File: config.mk
export PLATFORM = sky130hd
export DESIGN_NAME = ifetch_unit
export DESIGN_NICKNAME = d
export VERILOG_FILES = /design/src/rtl/ifetch_unit.sv
export SDC_FILE = /design/constraint.sdc
export NUM_CORES = 1
export LEC_CHECK = 0
export CORE_ASPECT_RATIO = 1.5
export CORE_MARGIN = 10
export CORE_UTILIZATION = 46
export CTS_CLUSTER_SIZE = 8
export DETAILED_ROUTE_END_ITERATION = 7
export GPL_TIMING_DRIVEN = 0
export PLACE_DENSITY_LB_ADDON = 0.2
export SETUP_SLACK_MARGIN = 0.1
export SYNTH_ARGS = -nofsm -noshare
export SYNTH_HDL_FRONTEND = slang
export SYNTH_SLANG_ARGS = --single-unit
File: constraint.sdc
create_clock -name clk -period 2.56 [get_ports clk]
set_input_delay 0.512 -clock clk [delete_from_list [all_inputs] [get_ports clk]]
set_output_delay 0.512 -clock clk [all_outputs]
set_load 0.05 [all_outputs]
File: src/rtl/ifetch_unit.sv
// Instruction fetch stage: owns the fetch PC, issues one imem request at a time
// and presents {pc, instr, exception} to the fetch/decode register.
module ifetch_unit #(
  parameter logic [63:0] RESET_PC = 64'h0000_0000_8000_0000
) (
  input  logic        clk,
  input  logic        rst,
  input  logic        stall_i,
  input  logic        redirect_valid,
  input  logic [63:0] redirect_pc,
  output logic        imem_req,
  output logic [63:0] imem_addr,
  input  logic        imem_ready,
  input  logic        imem_rvalid,
  input  logic [31:0] imem_rdata,
  input  logic        imem_err,
  output logic [63:0] pc_o,
  output logic [31:0] instr_o,
  output logic [15:0] exception_o,
  output logic        valid_o
);

  typedef enum logic [1:0] {S_REQ, S_WAIT, S_HOLD, S_DROP} state_t;

  typedef struct packed {
    logic [63:0] pc;
    logic [31:0] instr;
    logic [15:0] exc;
    logic        vld;
  } fd_t;

  localparam logic [15:0] EXC_MISALIGN = 16'h0001;
  localparam logic [15:0] EXC_FAULT    = 16'h0002;

  state_t      state, state_nx;
  logic [63:0] pc, pc_nx;
  fd_t         out_q, out_nx;
  logic        misaligned;

  assign misaligned = (pc[1:0] != 2'b00);
  // Gated by rst so no request leaks out while the whole pipe is resetting.
  assign imem_req   = !rst && (state == S_REQ) && !misaligned && !redirect_valid;
  assign imem_addr  = pc;

  always_comb begin
    state_nx = state;
    pc_nx    = pc;
    out_nx   = out_q;
    case (state)
      S_REQ: begin
        if (redirect_valid) begin
          pc_nx = redirect_pc;
        end else if (misaligned) begin
          out_nx   = '{pc: pc, instr: 32'h0, exc: EXC_MISALIGN, vld: 1'b1};
          state_nx = S_HOLD;
        end else if (imem_ready) begin
          state_nx = S_WAIT;
        end
      end
      S_WAIT: begin
        if (redirect_valid) begin
          pc_nx    = redirect_pc;
          // Without the response in hand we must still swallow it later.
          state_nx = imem_rvalid ? S_REQ : S_DROP;
        end else if (imem_rvalid) begin
          out_nx.pc    = pc;
          out_nx.vld   = 1'b1;
          out_nx.instr = imem_err ? 32'h0 : imem_rdata;
          out_nx.exc   = imem_err ? EXC_FAULT : 16'h0;
          state_nx     = S_HOLD;
        end
      end
      S_HOLD: begin
        if (redirect_valid) begin
          out_nx.vld = 1'b0;
          pc_nx      = redirect_pc;
          state_nx   = S_REQ;
        end else if (!stall_i) begin
          out_nx.vld = 1'b0;
          pc_nx      = pc + 64'd4;
          state_nx   = S_REQ;
        end
      end
      S_DROP: begin
        if (redirect_valid) pc_nx = redirect_pc;
        if (imem_rvalid)    state_nx = S_REQ;
      end
      default: state_nx = S_REQ;
    endcase
  end

  always_ff @(posedge clk) begin
    if (rst) begin
      state <= S_REQ;
      pc    <= RESET_PC;
      out_q <= '0;
    end else begin
      state <= state_nx;
      pc    <= pc_nx;
      out_q <= out_nx;
    end
  end

  assign pc_o        = out_q.pc;
  assign instr_o     = out_q.instr;
  assign exception_o = out_q.exc;
  assign valid_o     = out_q.vld;

endmodule

**Yosys cells after proc, flatten, opt, wreduce, memory -nomap -nowiden**

Cells that the tools add are included.
Widths: inputs -> output; s select.

- Add/subtract/negate cells: 1
- Eq/ne operators: 12
- Multiplexer cells: 24
- Reduce and logical (&&, ||, !) cells: 15

Operators by type and width:

| kind | count |
|---|---|
| $mux 113 | 4 |
| $pmux 112 s2 | 1 |
| $mux 64 | 3 |
| $pmux 64 s2 | 1 |
| $add 64x3->64 const B | 1 |
| $mux 32 | 1 |
| $mux 2 | 10 |
| $ne 2x2->1 const B | 5 |
| $reduce_and 5->1 | 2 |
| $ne 3x3->1 const B | 3 |
| $pmux 2 s4 | 1 |
| $reduce_and 6->1 | 1 |
| $eq 2x2->1 const B | 2 |
| $reduce_bool 2->1 | 2 |
| $logic_and 1x1->1 | 3 |
| $logic_not 1->1 | 3 |
| $pmux 1 s3 | 1 |
| $reduce_bool 3->1 | 1 |
| $reduce_or 3->1 | 1 |
| $eq 2x1->1 const B | 1 |
| $logic_not 2->1 | 1 |
| $mux 1 | 2 |
| $ne 2x1->1 const B | 1 |
| $reduce_and 2->1 | 1 |

- Register bits after elaboration: 179
- Input bits: 103
- Output and inout bits: 178

**Logic depth before layout (Yosys ltp)**

- Depth after elaboration: 4
- Gate-level depth with buffers: 8
- Gate-level depth less buffers: 5

**Worst setup path before layout**

Ideal clock, no wire load.

- Path kind: in2out
- Start point: in redirect_valid
- End point: out imem_req
- Arrival: 2.888 ns
- Data required time: 2.048 ns
- Path slack: -0.840 ns
- Stages: 5
- Buffers on the path: 4
- Path through: clkbuf_1 > buf_1 > buf_1 > clkbuf_1 > nor4_1

- Word-level cells in the longest chain between the ends: 2

Ends and longest elaborated chain:

| element | RTL line | source |
|---|---|---|
| start: declaration | 9 | `input logic redirect_valid,` |
| $logic_not 1->1 | 42 | `assign imem_req = !rst && (state == S_REQ) && !misaligned && !redirect_valid;` |
| $logic_and 1x1->1 | 42 |  |
| end: declaration | 11 | `output logic imem_req,` |

Every way passes these cells.

**Worst setup path after layout**

- Start point: reg pc[43] (netlist: imem_addr[43])
- End point: out imem_addr[43]

RTL lines:

| element | RTL line | source |
|---|---|---|
| start: declaration | 36 | `logic [63:0] pc, pc_nx;` |
| start signal: assignment | 99 | `pc <= pc_nx;` |
| end: declaration | 12 | `output logic [63:0] imem_addr,` |

No word-level cell between the ends.

==> results.sh <==
export IMPL_status="finished clean"
export IMPL_period_share=0.949
export IMPL_yosysTopAreaCell="dfxtp_1"
export IMPL_clock_skew_ps=9.92
export IMPL_async_flop_share=0
export IMPL_hold_depth=2
export IMPL_report_power_total_w=0.00714
export IMPL_grt_usage=0.252
export IMPL_yosys_top_cells_area="dfxtp_1, nand2_1, a21oi_1, buf_4, nand3_1"
export IMPL_postRouteAntennaNets=0
export IMPL_cts_root_buf="clkbuf_16"
export IMPL_htreeDepth=4
export IMPL_clock_sinks=165
export IMPL_crit_arrival_ps=1920
export IMPL_first_iter_violations=816
export IMPL_clk_pin_slew_ps=70
export IMPL_place_detailed_hpwl_um=23400
export IMPL_leakage_nw=4.22
export IMPL_worstSetupStartpointType="register"
export IMPL_synth_enable_flop_cells=0
export IMPL_rrSetupSlack_ps=160
export IMPL_crit_path_end_kind="primary output"
export IMPL_coreArea_sq_mm=0.0173
export IMPL_ir_worst_vdd_uv=400
export IMPL_ys_types=54
export IMPL_setup_viol=0
export IMPL_antenna_found_initial=2
export IMPL_reg2regPathDepth=5
export IMPL_wl_per_cell_um=19.5
export IMPL_yosys_register_bits=165
export IMPL_synth_top_cell_area_share=0.411
export IMPL_seq_area_frac_synth=0.411
export IMPL_worst_slew_pin_slew_ps=810
export IMPL_drc=0
export IMPL_grt_setup_unrepaired="true"
export IMPL_critPathKind="register to primary output"
export IMPL_synthCells=1035
export IMPL_ys_warn_count=0
export IMPL_start_util=0.465
export IMPL_placed_area_sq_mm=0.0110
export IMPL_drive_gt1_frac=0.137
export IMPL_rows=59
export IMPL_yosys_top_cells_count="nand2_1, dfxtp_1, a21oi_1, buf_4, nor2_1"
export IMPL_max_slew_margin=0.460
export IMPL_dieHeight_um=182
export IMPL_grt_first_pass_wirelength_um=47100
export IMPL_min_delay_start="instr_o[10]$_SDFFE_PP0P_"
export IMPL_synth_flop_cell="dfxtp_1"
export IMPL_r2r_start="imem_addr[16]$_SDFFE_PP0P_"
export IMPL_min_to="instr_o[10]$_SDFFE_PP0P_"
export IMPL_crit_path_max_incr_delay_ps=790
export IMPL_dr_pass1_iters=7
export IMPL_grt_ovfl_total=0
export IMPL_fin_crit_ps=2430
export IMPL_crit_slowest_cell="clkdlybuf4s50_1"
export IMPL_vias=8717
export IMPL_grt_pass1_vias=8504
export IMPL_clk_latency_ps=430
export IMPL_area_delta_synth_final_pct=47.9
export IMPL_hold_buffers=0
export IMPL_yosysMostFrequentCell="nand2_1"
export IMPL_report_final_slew_viol_count=0
export IMPL_r2r_end="imem_addr[51]$_SDFFE_PP0P_"
export IMPL_wl_um=30500
export IMPL_pwr_density_cell_mw_per_mm2=601
export IMPL_io_pin_count=281
export IMPL_port_buffers=264
export IMPL_setup_ws_ps=130
export IMPL_hold_viol=0
export IMPL_critical_path_peak_fanout=8
export IMPL_worstPathRequired_ps=2050
export IMPL_cts_max_path_buffers=2
export IMPL_die_area_sq_mm=0.0233
export IMPL_syn_area_sq_mm=0.00803
export IMPL_final_cell_area_sq_mm=0.0119
export IMPL_syn_area_per_cell_sq_um=7.76
export IMPL_pre_cts_ws_ps=-1250
export IMPL_maxCapViolCount=0
export IMPL_gp_congestion=0.943
export IMPL_die_w_um=128
export IMPL_via_per_inst=5.56
export IMPL_max_freq_ghz=0.411
export IMPL_hold_class="register to register"
export IMPL_cts_tree="built"
export IMPL_finish_net_count=1444
export IMPL_cts_buffers=17
export IMPL_grt_max_degree=17
export IMPL_path_cells="buf_4 > clkdlybuf4s50_1"
routing by layer:
layer,track usage,share of wire,up-vias
met5,0,0,-
met4,0.115,0.033,0
met3,0.0898,0.10,73
met2,0.429,0.50,404
met1,0.271,0.36,4072
li1,-,-,4168
worst max-delay path: cells and delay by family, from the launching register on:
| kind | cells | cell delay, ps |
|---|---|---|
| buffers and inverters | 2 | 960 |
| DFF | 1 | 520 |
worst max path at each step:
| stage | start | to | slack, ps | cells after the start |
|---|---|---|---|---|
| 5_1_grt | redirect_valid | imem_req | 80 | 6 |
| 3_3_place_gp | redirect_valid | imem_req | -1250 | 6 |
| 3_5_place_dp | redirect_valid | imem_req | -1250 | 6 |
| 4_1_cts | redirect_valid | imem_req | -130 | 6 |
| 2_1_floorplan | redirect_valid | imem_req | 140 | 5 |
| 6_report | imem_addr[43]$_SDFFE_PP0P_ | imem_addr[43] | 130 | 2 |
what timing repair did:
item,CTS,global route
endpoints found under the setup margin,103,100
gates resized for setup,26,47
pin swaps,2,6
setup buffers,1,10
per-stage QoR:
step | util | cells | hold slack, ps | TNS, ps
after CTS | 0.678 | 1557 | 451 | -128
after detailed placement | 0.637 | 1525 | 444 | -58430
final | 0.688 | 1567 | 449 | 0
after global routing | 0.688 | 1567 | 471 | 0
after floorplan | - | 1048 | 454 | 0
after global placement | 0.637 | 1525 | 437 | -56310
cells by family after synthesis:
| group | share of synthesized area |
|---|---|
| AOI/OAI and AO/OA | 0.171 |
| and+or+nand+nor | 0.270 |
| buffers and inverters | 0.114 |
| DFF | 0.411 |
| xor gates and xnor gates | 0.0229 |
| other | 0.000467 |
| adders and majority gates | 0.00156 |
| muxes | 0.00888 |
sequential cells by signal, summed over array words and instances (netlist names):
signal       flops
exception_o      2
imem_addr       64
instr_o         32
pc_o            64
state            2
valid_o          1
layout make-up:
class,count,area (sq um)
repair buffers,275,2720
clock buffers,21,470
multi-input cells,718,4010
diodes,2,5.00
fillers,1514,5390
well taps,213,267
flip-flops and latches,165,3320
plain buffers,151,900
clock inverters,10,143
inverters,12,45.0
cells in the final DEF (no fill, tap or decap), types with 18 or more instances in the layout:
cell type        synthesis  layout
a21oi_1                121     121
dfxtp_1                165     151
buf_4                   78      91
nand3_1                 59      57
clkbuf_1                63      51
nor2_1                  66      65
nand4_1                 24      24
clkdlybuf4s50_1          0     261
o21ai_0                 22      21
nor3_1                  22      18
nand2_1                199     198
where the power goes:
part | total (W) | leakage, nW | switching (W) | internal (W)
Combinational | 0.00158 | 2.57 | 0.000974 | 0.000601
Clock | 0.00271 | 0.301 | 0.00109 | 0.00162
Sequential | 0.00286 | 1.35 | 0.000160 | 0.00270
Total | 0.00714 | 4.22 | 0.00222 | 0.00492
Power figures use the tool's default switching activity.
